**config.mk**
```make
export PLATFORM = sky130hd
export DESIGN_NAME = psg_write_sequencer
export DESIGN_NICKNAME = d
export VERILOG_FILES = /design/src/rtl/psg_write_sequencer.sv
export SDC_FILE = /design/constraint.sdc
export NUM_CORES = 1
export LEC_CHECK = 0
export CORE_MARGIN = 2
export CORE_UTILIZATION = 40
export DETAILED_ROUTE_END_ITERATION = 8
export DONT_BUFFER_PORTS = 1
export SYNTH_ARGS = -nofsm -noshare
export SYNTH_HDL_FRONTEND = slang
export SYNTH_SLANG_ARGS = --single-unit
```
**constraint.sdc**
```tcl
create_clock -name clock -period 2.5 [get_ports clock]
set_clock_uncertainty 0.15 [all_clocks]
set_input_delay 0.375 -clock clock [delete_from_list [all_inputs] [get_ports clock]]
set_output_delay 0.375 -clock clock [all_outputs]
set_load 0.005 [all_outputs]
```
**src/rtl/psg_write_sequencer.sv**
```systemverilog
// Buffers register bytes from an upstream valid/ready source and writes them to a
// PSG-style sound chip with CE_N/WE_N strobes, READY handshake, write gap and READY timeout.
`default_nettype none

module psg_write_sequencer #(
  parameter int FIFO_DEPTH     = 4,
  parameter int GAP_CYCLES     = 2,
  parameter int TIMEOUT_CYCLES = 200
) (
  input  logic       clock,
  input  logic       reset,
  input  logic       in_valid,
  input  logic [7:0] in_data,
  output logic       in_ready,
  output logic       CE_N,
  output logic       WE_N,
  output logic [7:0] D_IN,
  input  logic       READY,
  output logic [3:0] fifo_count,
  output logic       busy,
  output logic       timeout_error,
  input  logic       clear_error,
  output logic [1:0] o_state
);

  typedef enum logic [1:0] {
    S_IDLE      = 2'd0,
    S_STROBE    = 2'd1,
    S_WAIT_HIGH = 2'd2,
    S_GAP       = 2'd3
  } state_t;

  localparam int         PW       = (FIFO_DEPTH > 1) ? $clog2(FIFO_DEPTH) : 1;
  localparam logic [3:0] DEPTH_L  = 4'(FIFO_DEPTH);
  localparam logic [7:0] TMO_LAST = 8'(TIMEOUT_CYCLES - 1);
  localparam logic [3:0] GAP_LAST = 4'(GAP_CYCLES - 1);

  // Upstream handshake: a byte moves when in_valid and in_ready are both high on a
  // rising clock edge. in_ready depends only on registered state, never on in_valid.

  logic [7:0]    r_mem [FIFO_DEPTH];
  logic [PW-1:0] r_wr_ptr;
  logic [PW-1:0] r_rd_ptr;
  logic [3:0]    r_count;
  logic          r_rdy_en;

  state_t        r_state;
  logic          r_ce_n;
  logic          r_we_n;
  logic [7:0]    r_d_in;
  logic [7:0]    r_tmo_cnt;
  logic [3:0]    r_gap_cnt;
  logic          r_timeout_error;

  state_t        w_state_next;
  logic          w_ce_n_next;
  logic [7:0]    w_d_in_next;
  logic [7:0]    w_tmo_cnt_next;
  logic [3:0]    w_gap_cnt_next;
  logic          w_pop;
  logic          w_tmo_set;
  logic          w_push;
  logic [7:0]    w_head;

  assign w_push = in_valid && in_ready;
  assign w_head = r_mem[r_rd_ptr];

  // r_rdy_en keeps in_ready low through reset and lets it rise on the first edge after.
  assign in_ready      = r_rdy_en && (r_count < DEPTH_L);
  assign fifo_count    = r_count;
  assign busy          = (r_count != 4'd0) || (r_state != S_IDLE);
  assign CE_N          = r_ce_n;
  assign WE_N          = r_we_n;
  assign D_IN          = r_d_in;
  assign timeout_error = r_timeout_error;
  assign o_state       = r_state;

  always_ff @(posedge clock) begin
    if (w_push) begin
      r_mem[r_wr_ptr] <= in_data;
    end
  end

  always_ff @(posedge clock or posedge reset) begin
    if (reset) begin
      r_wr_ptr <= '0;
      r_rd_ptr <= '0;
      r_count  <= 4'd0;
      r_rdy_en <= 1'b0;
    end else begin
      r_rdy_en <= 1'b1;
      if (w_push) begin
        r_wr_ptr <= r_wr_ptr + PW'(1);
      end
      if (w_pop) begin
        r_rd_ptr <= r_rd_ptr + PW'(1);
      end
      case ({w_push, w_pop})
        2'b10:   r_count <= r_count + 4'd1;
        2'b01:   r_count <= r_count - 4'd1;
        default: r_count <= r_count;
      endcase
    end
  end

  always_ff @(posedge clock or posedge reset) begin
    if (reset) begin
      r_state         <= S_IDLE;
      r_ce_n          <= 1'b1;
      r_we_n          <= 1'b1;
      r_d_in          <= 8'hFF;
      r_tmo_cnt       <= 8'd0;
      r_gap_cnt       <= 4'd0;
      r_timeout_error <= 1'b0;
    end else begin
      r_state   <= w_state_next;
      r_ce_n    <= w_ce_n_next;
      r_we_n    <= w_ce_n_next;
      r_d_in    <= w_d_in_next;
      r_tmo_cnt <= w_tmo_cnt_next;
      r_gap_cnt <= w_gap_cnt_next;
      // A timeout on the same edge as clear_error leaves the flag set.
      if (w_tmo_set) begin
        r_timeout_error <= 1'b1;
      end else if (clear_error) begin
        r_timeout_error <= 1'b0;
      end
    end
  end

  always_comb begin
    w_state_next   = r_state;
    w_ce_n_next    = r_ce_n;
    w_d_in_next    = r_d_in;
    w_tmo_cnt_next = r_tmo_cnt;
    w_gap_cnt_next = r_gap_cnt;
    w_pop          = 1'b0;
    w_tmo_set      = 1'b0;
    case (r_state)
      S_IDLE: begin
        if (r_count != 4'd0) begin
          w_pop          = 1'b1;
          w_d_in_next    = w_head;
          w_ce_n_next    = 1'b0;
          w_tmo_cnt_next = 8'd0;
          w_state_next   = S_STROBE;
        end
      end
      S_STROBE: begin
        if (!READY) begin
          w_state_next = S_WAIT_HIGH;
        end else if (r_tmo_cnt == TMO_LAST) begin
          w_tmo_set      = 1'b1;
          w_ce_n_next    = 1'b1;
          w_gap_cnt_next = 4'd0;
          w_state_next   = S_GAP;
        end else begin
          w_tmo_cnt_next = r_tmo_cnt + 8'd1;
        end
      end
      S_WAIT_HIGH: begin
        if (READY) begin
          w_ce_n_next    = 1'b1;
          w_gap_cnt_next = 4'd0;
          w_state_next   = S_GAP;
        end else if (r_tmo_cnt == TMO_LAST) begin
          w_tmo_set      = 1'b1;
          w_ce_n_next    = 1'b1;
          w_gap_cnt_next = 4'd0;
          w_state_next   = S_GAP;
        end else begin
          w_tmo_cnt_next = r_tmo_cnt + 8'd1;
        end
      end
      S_GAP: begin
        if (r_gap_cnt == GAP_LAST) begin
          w_state_next = S_IDLE;
        end else begin
          w_gap_cnt_next = r_gap_cnt + 4'd1;
        end
      end
      default: begin
        w_state_next = S_IDLE;
      end
    endcase
  end

endmodule

`default_nettype wire

```
==> reports/qor_table.md, run 1 <==
| Metric | This run |
| --- | --- |
| Total power divided by cell area | 1141 mW/mm^2 |
| Sequential area share after synthesis | 58.82% |
| Multi-input combinational cell area | 0.001189 mm^2 |
| Top cells by area, synth | edfxtp_1 31%, dfrtp_1 20%, dfstp_2 7.7%, ha_1 6.5%, mux4_2 5.9% |
| Portion of total power attributed to sequential cells | 40.9% |
| Worst Path Max Fanout | 5 |
| Net switching component of the power | 0.001422 W |
| Share of total power in combinational logic | 36.1% |
| Reported max-cap violation count | 0 |
| Share of the synthesized area in the top cell type | 31.44% |
| Buffers added on ports | 0 |
| Chip Height | 91.42 um |
| Most frequent cell after synthesis | edfxtp_1 |
| Synthesis-to-finish area growth | 16.25% |
| Yosys warns | 0 |
| Largest voltage drop on the vdd net | 0.0005784 V |
| Static leakage power | 1.373 nW |
| Wire length of the first global-routing pass | 8687 um |
| Die Outline Area | 0.008357 mm^2 |
| Largest net degree at the start of global routing | 34 |
| Count of pins on the block boundary | 32 |
| Remaining global-route overflow | 0 |
| Number of instances in the synthesized netlist | 214 |
| Reg-to-reg setup timing slack | 0.17 ns |
| Worst min path class | input pin to flop |
| Synth Cell Area | 0.003057 mm^2 |
| Number of H-tree levels | 3 |
| Worst skew pair latency | 0.34 ns |
| Ys flop type | edfxtp_1 |
| Number of clock buffers inserted by TritonCTS | 9 |
| Detailed Routing Iterations Pass 1 | 4 |
| Post-Synthesis Net Count | 243 |
| CP Class | flop to flop |
| Synthesized area per cell | 14.28 um^2 |
| Internal power | 0.002631 W |
| Routed via count | 1790 |
| Crit path required time | 2.57 ns |
| Count of inserted antenna diode cells | 0 |
| Post-synthesis register bit count | 65 |
| Transition time of the tightest slew-check pin | 0.6021 ns |
| Critical-path top delay cell | dfrtp_1 |
| Final weighted congestion in routability-driven placement | 0.8031 |
| Routed len/inst | 15.39 um |
| Max-slew headroom | 59.86% |
| CTS Root Cell | clkbuf_8 |
| Layout cells sized above 1 | 25.20% |
| All-layer global routing usage | 13.47% |
| Residual DRC count | 0 |
| Post-route minimum period | 2.331 ns |
| Site Rows | 31 |
| Worst Hold Path Cells | 2 |
| Deepest clock path buffer count | 2 |
| Vias in the first global route | 1804 |
| Antenna Nets Post-Route | 0 |
| TritonCTS clock tree | done |
| Net switching share of the total power | 35.08% |
| Final nets | 270 |
| Area of all sequential standard cells | 0.001798 mm^2 |
| Antenna violations before repair | 0 |
| DP HPWL | 3601 um |
| Max Slew Vio Count | 0 |
| Horizontal extent of the die | 91.42 um |
| Post-synth EDFFs | 32 |
| CP arrival | 2.40 ns |
| R2R depth | 10 |
| Maximum clock frequency | 0.4290 GHz |
| Final worst path period share | 93.24% |
| Logic depth of the worst setup path including buffers | 10 |
| Initial Utilization | 41.70% |
| Startpoint type of the worst setup path | flop |
| Floorplan core area | 0.007331 mm^2 |
| Reg clk slew, reported paths | 0.08 ns |
| Share of power burned in the clock network | 23.0% |
| Critical path's largest stage delay | 0.43 ns |
| Number of setup violations in the final report | 0 |
| Run status | complete, no violations |
| Crit. End Element | flop |
| Setup Fix Bufs, Post-CTS | 0 |
| Top cell family by delay on the critical path | adder cells |
| Setup TNS | 0 ns |
| Total count of hold-check failures in the final report | 0 |
| Fillcell total | 643 |
| Clock sinks | 65 |
| Crit path buf inv count | 1 |
| Number of library cell types mapped by synthesis | 53 |
| Number of vias per cell | 5.188 |
| Fin Hold WS | 0.1097 ns |
| Starting DRT DRC Count | 64 |
| Critical Path, Cell by Cell | inv_1 > ha_1 > nor2b_2 > ha_1 > xor2_1 > ha_1 > a21oi_1 > xor2_1 > nor2_1 > xor2_1 |
| Post-synthesis async set-or-reset flop share | 50.77% |
| Synth area leader | edfxtp_1 |
| Aggregate routed wire length | 5308 um |
| Setup repair after global routing missed its margin | false |
| Leading cell types by count after synthesis | 32 x edfxtp_1, 24 x dfrtp_1, 16 x ha_1 |
-- state kept, by name, summed over array words and instances (netlist names) --
signal         flops
timeout_error      1
D_IN               8
r_rd_ptr           2
r_mem             32
r_gap_cnt          4
r_rdy_en           1
fifo_count         4
o_state            2
r_tmo_cnt          8
WE_N               1
r_wr_ptr           2
-- per-stage QoR --
step                total power, W  instance area [um^2]  instances  setup WS [ns]  utilization [%]
global placement          0.003109                  3241        319         0.1780            44.21
finish                    0.004053                  3553        345         0.1690            48.47
detailed placement        0.003138                  3241        319         0.1280            44.21
floorplan                 0.002779                  3065        214        0.01576                -
global route              0.004328                  3553        345        0.02608            48.47
CTS                       0.004109                  3548        345         0.1116            48.40
-- kinds of logic (layout without fill, tap and decap cells) --
family,after synthesis,count (layout),share of synthesized area [%]
buf+inv,19,51,2.743
compound gates,41,41,10.36
other cells,1,1,0.1227
simple gates,44,44,8.923
mux,20,20,10.19
fa+ha+maj,16,16,6.549
xor+xnor,8,8,2.292
flops,65,65,58.82
-- placed cells by master (no fill, tap or decap), types with 3 or more instances in the layout --
| cell | instances |
|---|---|
| edfxtp_1 | 32 |
| dfrtp_1 | 24 |
| ha_1 | 16 |
| inv_1 | 14 |
| o21ai_0 | 11 |
| buf_4 | 11 |
| nand2_1 | 10 |
| dlygate4sd3_1 | 10 |
| dfstp_2 | 9 |
| mux2_2 | 9 |
| clkbuf_8 | 9 |
| mux4_2 | 8 |
| nor2b_1 | 5 |
| xor2_1 | 5 |
| and3_1 | 5 |
| and2_1 | 4 |
| a21oi_1 | 4 |
| nor2_1 | 4 |
| inv_6 | 4 |
| xnor2_1 | 3 |
| mux2i_1 | 3 |
| o22ai_1 | 3 |
| nand3_1 | 3 |
| o31ai_1 | 3 |
-- layout make-up --
cell class	instances	share of cell area (%)
Sequential cell	65	50.60
Multi-Input combinational cell	130	33.45
Timing Repair Buffer	21	5.141
Clock buffer	9	3.486
Tap cell	99	3.486
Clock inverter	7	2.359
Inverter	14	1.479
-- power groups by stage --
stage	registers, W	logic (W)	clock network [W]
3_3_place_gp	0.00168	0.00143	0
2_1_floorplan	0.00160	0.00118	0
3_5_place_dp	0.00168	0.00146	0
6_report	0.00166	0.00146	0.000933
4_1_cts	0.00166	0.00148	0.000967
5_1_grt	0.00169	0.00162	0.00102
-- worst paths after layout --
| kind | from | to |
|---|---|---|
| max in group asynchronous | reset | D_IN[1]$_DFFE_PP1P_ |
| worst max register to register | o_state[1]$_DFFE_PP0P_ | fifo_count[2]$_DFFE_PP0P_ |
| worst max-delay path | o_state[1]$_DFFE_PP0P_ | fifo_count[2]$_DFFE_PP0P_ |
| worst min-delay path | READY | timeout_error$_DFFE_PP0P_ |
| worst min register to register | r_gap_cnt[3]$_DFFE_PP0P_ | r_gap_cnt[3]$_DFFE_PP0P_ |
| min in group asynchronous | reset | o_state[1]$_DFFE_PP0P_ |
-- per-layer routing --
metal | GRT usage [%] | up-vias | share of wire (%)
met4 | 4.545 | 0 | 1.0
met5 | 0 | - | 0
met2 | 22.06 | 44 | 49
met1 | 16.27 | 876 | 44
li1 | - | 865 | -
met3 | 5.145 | 5 | 5.6
-- repair_timing --
item                                    in CTS  in global routing
resized for setup                            0                  1
endpoints found under the hold margin       57                  0
hold buffers                                10                  0
endpoints found under the setup margin       0                  1
Power figures use the tool's default switching activity.
==> inputs of run 2 (changes only) <==
--- a/config.mk
+++ b/config.mk
@@ -6,5 +6,4 @@
 export NUM_CORES = 1
 export LEC_CHECK = 0
-export CORE_MARGIN = 2
 export CORE_UTILIZATION = 40
 export DETAILED_ROUTE_END_ITERATION = 8
==> constraint.sdc (replaced) <==
create_clock -name clock -period 2.5 [get_ports clock]
set_clock_uncertainty 0.15 [all_clocks]
set_input_delay 0.125 -clock clock [delete_from_list [all_inputs] [get_ports clock]]
set_output_delay 0.125 -clock clock [all_outputs]
set_load 0.005 [all_outputs]
==> reports/qor_table.md, run 2 (synthesis gave the netlist of run 1 again) <==
| Metric | This run | vs previous |
| --- | --- | --- |
| Transition time of the tightest slew-check pin | 0.5519 ns | -0.05018 ns |
| Crit path required time | 2.62 ns | +0.05 ns |
| Global routing met1 resource utilization | 18.22% | +1.9 points |
| Most common library cell in the layout ignoring fill and taps | edfxtp_1 |  |
| Crit. End Element | flop |  |
| Static leakage power | 1.391 nW | +1.3% |
| Fraction of met3 tracks used by global routing | 5.633% | +0.49 points |
| Number of flip-flops under the largest register name | 32 | unchanged |
| Met2 usage | 24.57% | +2.5 points |
| Number of setup violations in the final report | 0 | unchanged |
| CP Class | flop to flop |  |
| Placed cell area | 0.003241 mm^2 | unchanged |
| CTS Root Cell | clkbuf_8 |  |
| Floorplan core area | 0.007331 mm^2 | unchanged |
| Antenna Nets Post-Route | 0 | unchanged |
| Deepest clock path buffer count | 2 | unchanged |
| Layout cells sized above 1 | 25.70% | +0.50 points |
| Fraction of the core area covered by cells at the end of the flow | 48.98% | +0.51 points |
| Synthesis-to-finish area growth | 17.48% |  |
| Worst min path class | input pin to flop |  |
| Top cell family by delay on the critical path | adder cells |  |
| Antenna violations before repair | 0 | unchanged |
| Crit path buf inv count | 1 | unchanged |
| Inst Count DP | 319 | unchanged |
| Max Slew Vio Count | 0 | unchanged |
| Top register by number of flip-flops | r_mem |  |
| Summed area of non-filler cells in the final layout | 0.003591 mm^2 | +1.1% |
| Worst Path Max Fanout | 5 | unchanged |
| Critical path's largest stage delay | 0.43 ns | about the same |
| Max-slew headroom | 63.21% | +3.3 points |
| Number of clock buffers inserted by TritonCTS | 9 | unchanged |
| Die Outline Area | 0.007995 mm^2 | -4.3% |
| Worst skew pair latency | 0.35 ns | about the same |
| Initial Utilization | 41.70% | unchanged |
| Chip Height | 89.42 um | -2.2% |
| Site Rows | 31 | unchanged |
| CP arrival | 2.42 ns | +0.02 ns |
| Reg clk slew, reported paths | 0.08 ns | about the same |
| Routed via count | 1798 | +0.45% |
| Setup Fix Bufs, Post-CTS | 0 | unchanged |
| Horizontal extent of the die | 89.42 um | -2.2% |
| DP HPWL | 3672 um | +2.0% |
| Routing layer with the top usage in global route | met2 |  |
| Reg-to-reg setup timing slack | 0.20 ns | +0.03 ns |
| Detailed Routing Iterations Pass 1 | 6 | +2 |
| Count of pins on the block boundary | 32 | unchanged |
| Largest net degree at the start of global routing | 34 | unchanged |
| Post-route minimum period | 2.300 ns | -0.03064 ns |
| Final worst path period share | 92.02% | -1.2 points |
| Vias in the first global route | 1783 | -1.2% |
| Remaining global-route overflow | 0 | unchanged |
| Maximum clock frequency | 0.4347 GHz | +1.3% |
| Total count of hold-check failures in the final report | 0 | unchanged |
| Starting DRT DRC Count | 64 | unchanged |
| All-layer global routing usage | 15.26% | +1.8 points |
| Reported max-cap violation count | 0 | unchanged |
| Clock sinks | 65 | unchanged |
| Final weighted congestion in routability-driven placement | 0.7616 | -5.2% |
| Post-layout total power | 0.004069 W | +0.38% |
| Startpoint type of the worst setup path | flop |  |
| Aggregate routed wire length | 5347 um | +0.73% |
| Run status | complete, no violations |  |
| Critical-path top delay cell | dfrtp_1 |  |
| Number of vias per cell | 5.167 | -0.42% |
| TritonCTS clock tree | done |  |
| Wire length of the first global-routing pass | 8687 um | unchanged |
| Commonest cells after routing, fill and taps aside | 32 x edfxtp_1, 23 x dfrtp_1, 15 x ha_1 |  |
| Critical Path, Cell by Cell | inv_1 > ha_1 > nor2b_2 > ha_1 > or3_1 > o32ai_1 > xor2_1 |  |
| Count of inserted antenna diode cells | 0 | unchanged |
| Post-Layout Cell Count | 348 | +0.87% |
| Number of H-tree levels | 3 | unchanged |
| Total power divided by cell area | 1133 mW/mm^2 | -0.67% |
| Buffers added on ports | 0 | unchanged |
| Dominant cell type by count on the critical path | ha_1 |  |
| Final nets | 273 | +1.1% |
| Setup TNS | 0 ns | unchanged |
| Routed len/inst | 15.36 um | -0.13% |
| Setup repair after global routing missed its margin | false |  |
| Largest voltage drop on the vdd net | 0.0004710 V | -19% |
| Residual DRC count | 0 | unchanged |
==> run 2: final cells by class <==
class / count / area, um^2
fillers: 635 / 3740
flip-flops and latches: 65 / 1799
multi-input cells: 130 / 1191
repair buffers: 24 / 212.7
clock buffers: 9 / 123.9
well taps: 99 / 123.9
clock inverters: 7 / 87.58
inverters: 14 / 52.55
==> run 2: what timing repair did <==
| action | CTS | global route |
|---|---|---|
| hold buffers | 13 | 0 |
| hold endpoints to repair | 70 | 0 |
| setup endpoints to repair | 0 | 2 |
| gates resized for setup | 0 | 3 |
==> run 2: power by group <==
| part | total (W) | internal [W] | switching, W |
|---|---|---|---|
| Combinational | 0.00147 | 0.000748 | 0.000720 |
| Clock | 0.000945 | 0.000482 | 0.000462 |
| Sequential | 0.00166 | 0.00141 | 0.000249 |
==> run 2: stage by stage <==
step	hold slack (ns)	setup WS [ns]
after floorplan	0.07387	0.01576
after global placement	-0.0001540	0.1832
after detailed placement	-0.001796	0.1321
after CTS	0.09785	0.1210
after global routing	0.1014	0.04827
final	0.1096	0.1996
==> run 2: tightest hold or removal path, stage by stage <==
cell and delay (ns):
and2_1 0.22, o21ai_0 0.18, a22oi_1 0.08
==> run 2: worst paths after layout <==
| check | start | end | depth (start not counted) |
|---|---|---|---|
| worst max-delay path | o_state[1]$_DFFE_PP0P_ | fifo_count[3]$_DFFE_PP0P_ | 7 |
| worst min-delay path | READY | WE_N$_DFFE_PP1P_ | 3 |
| worst max register to register | o_state[1]$_DFFE_PP0P_ | fifo_count[3]$_DFFE_PP0P_ | 7 |
| worst min register to register | r_gap_cnt[3]$_DFFE_PP0P_ | r_gap_cnt[3]$_DFFE_PP0P_ | 1 |
| max in group asynchronous | reset | D_IN[4]$_DFFE_PP1P_ | 3 |
| min in group asynchronous | reset | r_wr_ptr[1]$_DFFE_PP0P_ | 3 |
==> run 2: per-layer routing <==
layer | routed length [um] | share of wire [%]
met1 | 2408 | 45
met2 | 2591 | 48
met3 | 256 | 4.8
met4 | 90 | 1.7
met5 | 0 | 0
==> inputs of run 3 (changes only) <==
Settings changed: ABC_AREA from default to 1.
==> reports/qor_table.md, run 3 <==
| Metric | This run | vs previous |
| --- | --- | --- |
| Clock sinks | 65 | unchanged |
| Max Slew Vio Count | 0 | unchanged |
| R2R depth | 10 | +3 |
| Worst Path Max Fanout | 6 | +1 |
| Horizontal extent of the die | 91.21 um | +2.0% |
| TritonCTS clock tree | done |  |
| Total count of hold-check failures in the final report | 0 | unchanged |
| Post-synthesis async set-or-reset flop share | 50.77% | unchanged |
| Initial Utilization | 41.19% | -0.50 points |
| Reg clk slew, reported paths | 0.06 ns | -0.02 ns |
| Detailed Routing Iterations Pass 1 | 4 | -2 |
| Synth Cell Area | 0.003183 mm^2 | +4.1% |
| Die Outline Area | 0.008318 mm^2 | +4.0% |
| Endpoint of the worst hold path | r_tmo_cnt[7]$_DFFE_PP0P_ |  |
| Adder and majority gate portion of the synthesized area | 6.289% | -0.26 points |
| Maximum clock frequency | 0.4531 GHz | +4.2% |
| Setup repair after global routing missed its margin | false |  |
| Synthesized-area fraction occupied by ao, oa, aoi and oai cells | 8.491% | -1.9 points |
| Multi-input combinational cell area | 0.001167 mm^2 | -2.0% |
| Number of library cell types mapped by synthesis | 32 | -40% |
| Run status | complete, no violations |  |
| Number of flip-flops under the largest register name | 32 | unchanged |
| Number of H-tree levels | 3 | unchanged |
| Wire length of the first global-routing pass | 10030 um | +15% |
| Beginning of the worst hold path | READY |  |
| Synth Area in XOR/XNOR | 1.376% | -0.92 points |
| Leading cell types by count after synthesis | 60 x nand2_1, 60 x nor2_1, 42 x inv_1 |  |
| Largest net degree at the start of global routing | 21 | -38% |
| Transition time of the tightest slew-check pin | 0.7854 ns | +0.2335 ns |
| Synth area leader | edfxtp_1 |  |
| Area of all sequential standard cells | 0.001800 mm^2 | about the same |
| Setup TNS | 0 ns | unchanged |
| Residual DRC count | 0 | unchanged |
| Largest family of logic cells by synthesized area | simple AND/OR/NAND/NOR gates |  |
| Max-slew headroom | 47.58% | -16 points |
| Worst min path class | input pin to flop |  |
| DP HPWL | 4014 um | +9.3% |
| Post-synth EDFFs | 32 | unchanged |
| Top register by number of flip-flops | r_mem |  |
| Startpoint type of the worst setup path | flop |  |
| Post-route minimum period | 2.207 ns | -0.09344 ns |
| Post-Synthesis Net Count | 367 | +51% |
| Count of pins on the block boundary | 32 | unchanged |
| Reg-to-reg setup timing slack | 0.29 ns | +0.09 ns |
| Floorplan core area | 0.007727 mm^2 | +5.4% |
| Routed via count | 2202 | +22% |
| Buffers added on ports | 0 | unchanged |
| Share of the synthesized area in the top cell type | 30.19% | -1.2 points |
| Deepest clock path buffer count | 2 | unchanged |
| Routed len/inst | 12.40 um | -19% |
| Count of inserted antenna diode cells | 0 | unchanged |
| Fin Hold WS | 0.02288 ns | -0.08668 ns |
| Vias in the first global route | 2125 | +19% |
| Layout cells sized above 1 | 13.51% | -12 points |
| Number of vias per cell | 4.665 | -9.7% |
| Remaining global-route overflow | 0 | unchanged |
| Antenna Nets Post-Route | 0 | unchanged |
| Multiplexer fraction of the synthesized cell area | 0% | -10 points |
| Static leakage power | 1.639 nW | +18% |
| Reported max-cap violation count | 0 | unchanged |
| Yosys warns | 0 | unchanged |
| CP Class | flop to flop |  |
| Synthesized area per cell | 9.417 um^2 | -34% |
| Site Rows | 32 | +3.2% |
| Largest voltage drop on the vdd net | 0.0005624 V | +19% |
| Antenna violations before repair | 0 | unchanged |
| Final worst path period share | 88.28% | -3.7 points |
| All-layer global routing usage | 16.09% | +0.83 points |
| Chip Height | 91.21 um | +2.0% |
| CTS Root Cell | clkbuf_8 |  |
| Post-synthesis register bit count | 65 | unchanged |
| Number of instances in the synthesized netlist | 338 | +58% |
| Top cells by area, synth | edfxtp_1 30%, dfrtp_1 19%, dfstp_2 7.4%, nand2_1 7.1%, nor2_1 7.1% |  |
| Crit. End Element | flop |  |
| Worst R2R End | fifo_count[2]$_DFFE_PP0P_ |  |
| Fillcell total | 702 | +11% |
| Worst Hold Path Cells | 6 | +3 |
| Final nets | 394 | +44% |
| Number of clock buffers inserted by TritonCTS | 9 | unchanged |
| Worst skew pair latency | 0.34 ns | about the same |
| CP arrival | 2.32 ns | -0.10 ns |
| Total power divided by cell area | 1118 mW/mm^2 | -1.3% |
| Starting DRT DRC Count | 107 | +67% |
| Crit Reg-Reg Startpoint | fifo_count[2]$_DFFE_PP0P_ |  |
| Synthesized-area fraction occupied by and/or/nand/nor cells | 20.40% | +11 points |
| Aggregate routed wire length | 5851 um | +9.4% |
| Synthesis-to-finish area growth | 15.64% |  |
| Commonest cells after routing, fill and taps aside | 60 x nor2_1, 60 x nand2_1, 42 x inv_1 |  |
| Sequential area share after synthesis | 56.49% | -2.3 points |
| Final weighted congestion in routability-driven placement | 0.7562 | -0.71% |
| Setup Fix Bufs, Post-CTS | 0 | unchanged |
| Ys flop type | edfxtp_1 |  |
| Crit path required time | 2.61 ns | about the same |
| Number of setup violations in the final report | 0 | unchanged |
[run 3: changes by cell type after synthesis, sizes merged, moves of 6 or more]
cell	change
a21oi	+6
a31oi	+6
inv	+31
mux2	-9
mux4	-8
nand2	+54
nand3	+12
nor2	+58
nor2b	-6
o21ai	+15
[run 3: through the flow]
| stage | instance area, um^2 | util, % | std cells | total power, W | setup slack [ns] |
|---|---|---|---|---|---|
| 2_1_floorplan | 3183 | - | 338 | 0.002833 | 0.2695 |
| 3_3_place_gp | 3337 | 43.18 | 443 | 0.003151 | 0.3089 |
| 3_5_place_dp | 3337 | 43.18 | 443 | 0.003184 | 0.2183 |
| 4_1_cts | 3679 | 47.60 | 472 | 0.004159 | 0.2281 |
| 5_1_grt | 3681 | 47.64 | 472 | 0.004494 | 0.003868 |
| 6_report | 3681 | 47.64 | 472 | 0.004116 | 0.2930 |
[run 3: how the worst max path moves through the flow]
stage,startpoint,to,slack [ns],cells past startpoint
floorplan,o_state[0]$_DFFE_PP0P_,fifo_count[2]$_DFFE_PP0P_,0.27,13
global route,fifo_count[2]$_DFFE_PP0P_,fifo_count[2]$_DFFE_PP0P_,0.004,10
finish,fifo_count[2]$_DFFE_PP0P_,fifo_count[2]$_DFFE_PP0P_,0.29,10
global placement,o_state[0]$_DFFE_PP0P_,fifo_count[2]$_DFFE_PP0P_,0.31,12
CTS,o_state[0]$_DFFE_PP0P_,fifo_count[2]$_DFFE_PP0P_,0.23,12
detailed placement,o_state[0]$_DFFE_PP0P_,fifo_count[2]$_DFFE_PP0P_,0.22,12
[run 3: per-layer routing]
metal,track usage [%],vias up,routed length [um]
met1,18.37,1006,2474
met2,26.52,38,2923
li1,-,1152,-
met4,6.217,0,89
met3,7.119,6,363
met5,0,-,0
[run 3: logic make-up after synthesis]
logic type / Yosys count
AND/OR/NAND/NOR: 152
flip-flops: 65
buffers and inverters: 52
AO/OA/AOI/OAI: 47
adder cells (fa/ha/maj): 16
XOR/XNOR: 5
other: 1
[run 3: final cells by class]
class | count | share of cell area, %
sequential | 65 | 48.91
clock inverter | 5 | 2.175
clock buffer | 11 | 3.569
timing repair buffer | 23 | 5.574
multi-input combinational | 221 | 31.71
tap | 102 | 3.467
inverter | 45 | 4.589
[run 3: critical path, cell delays in order (launching register included)]
cell     delay [ns]
dfrtp_1        0.46
nor3b_1        0.39
nand2_2        0.10
ha_1           0.24
nand2_1        0.09
inv_1          0.04
nor2_1         0.15
ha_1           0.17
a21oi_1        0.05
xor2_1         0.16
o21ai_0        0.13
[run 3: power breakdown]
group | internal (W) | switching (W)
Sequential | 0.00142 | 0.000242
Combinational | 0.000553 | 0.000951
Clock | 0.000560 | 0.000389
Total | 0.00253 | 0.00158
[run 3: repair_timing]
action / in CTS / in global routing
endpoints found under the hold margin: 49 / 0
hold buffers: 13 / 0
endpoints found under the setup margin: 0 / 1
gates resized for setup: 0 / 2
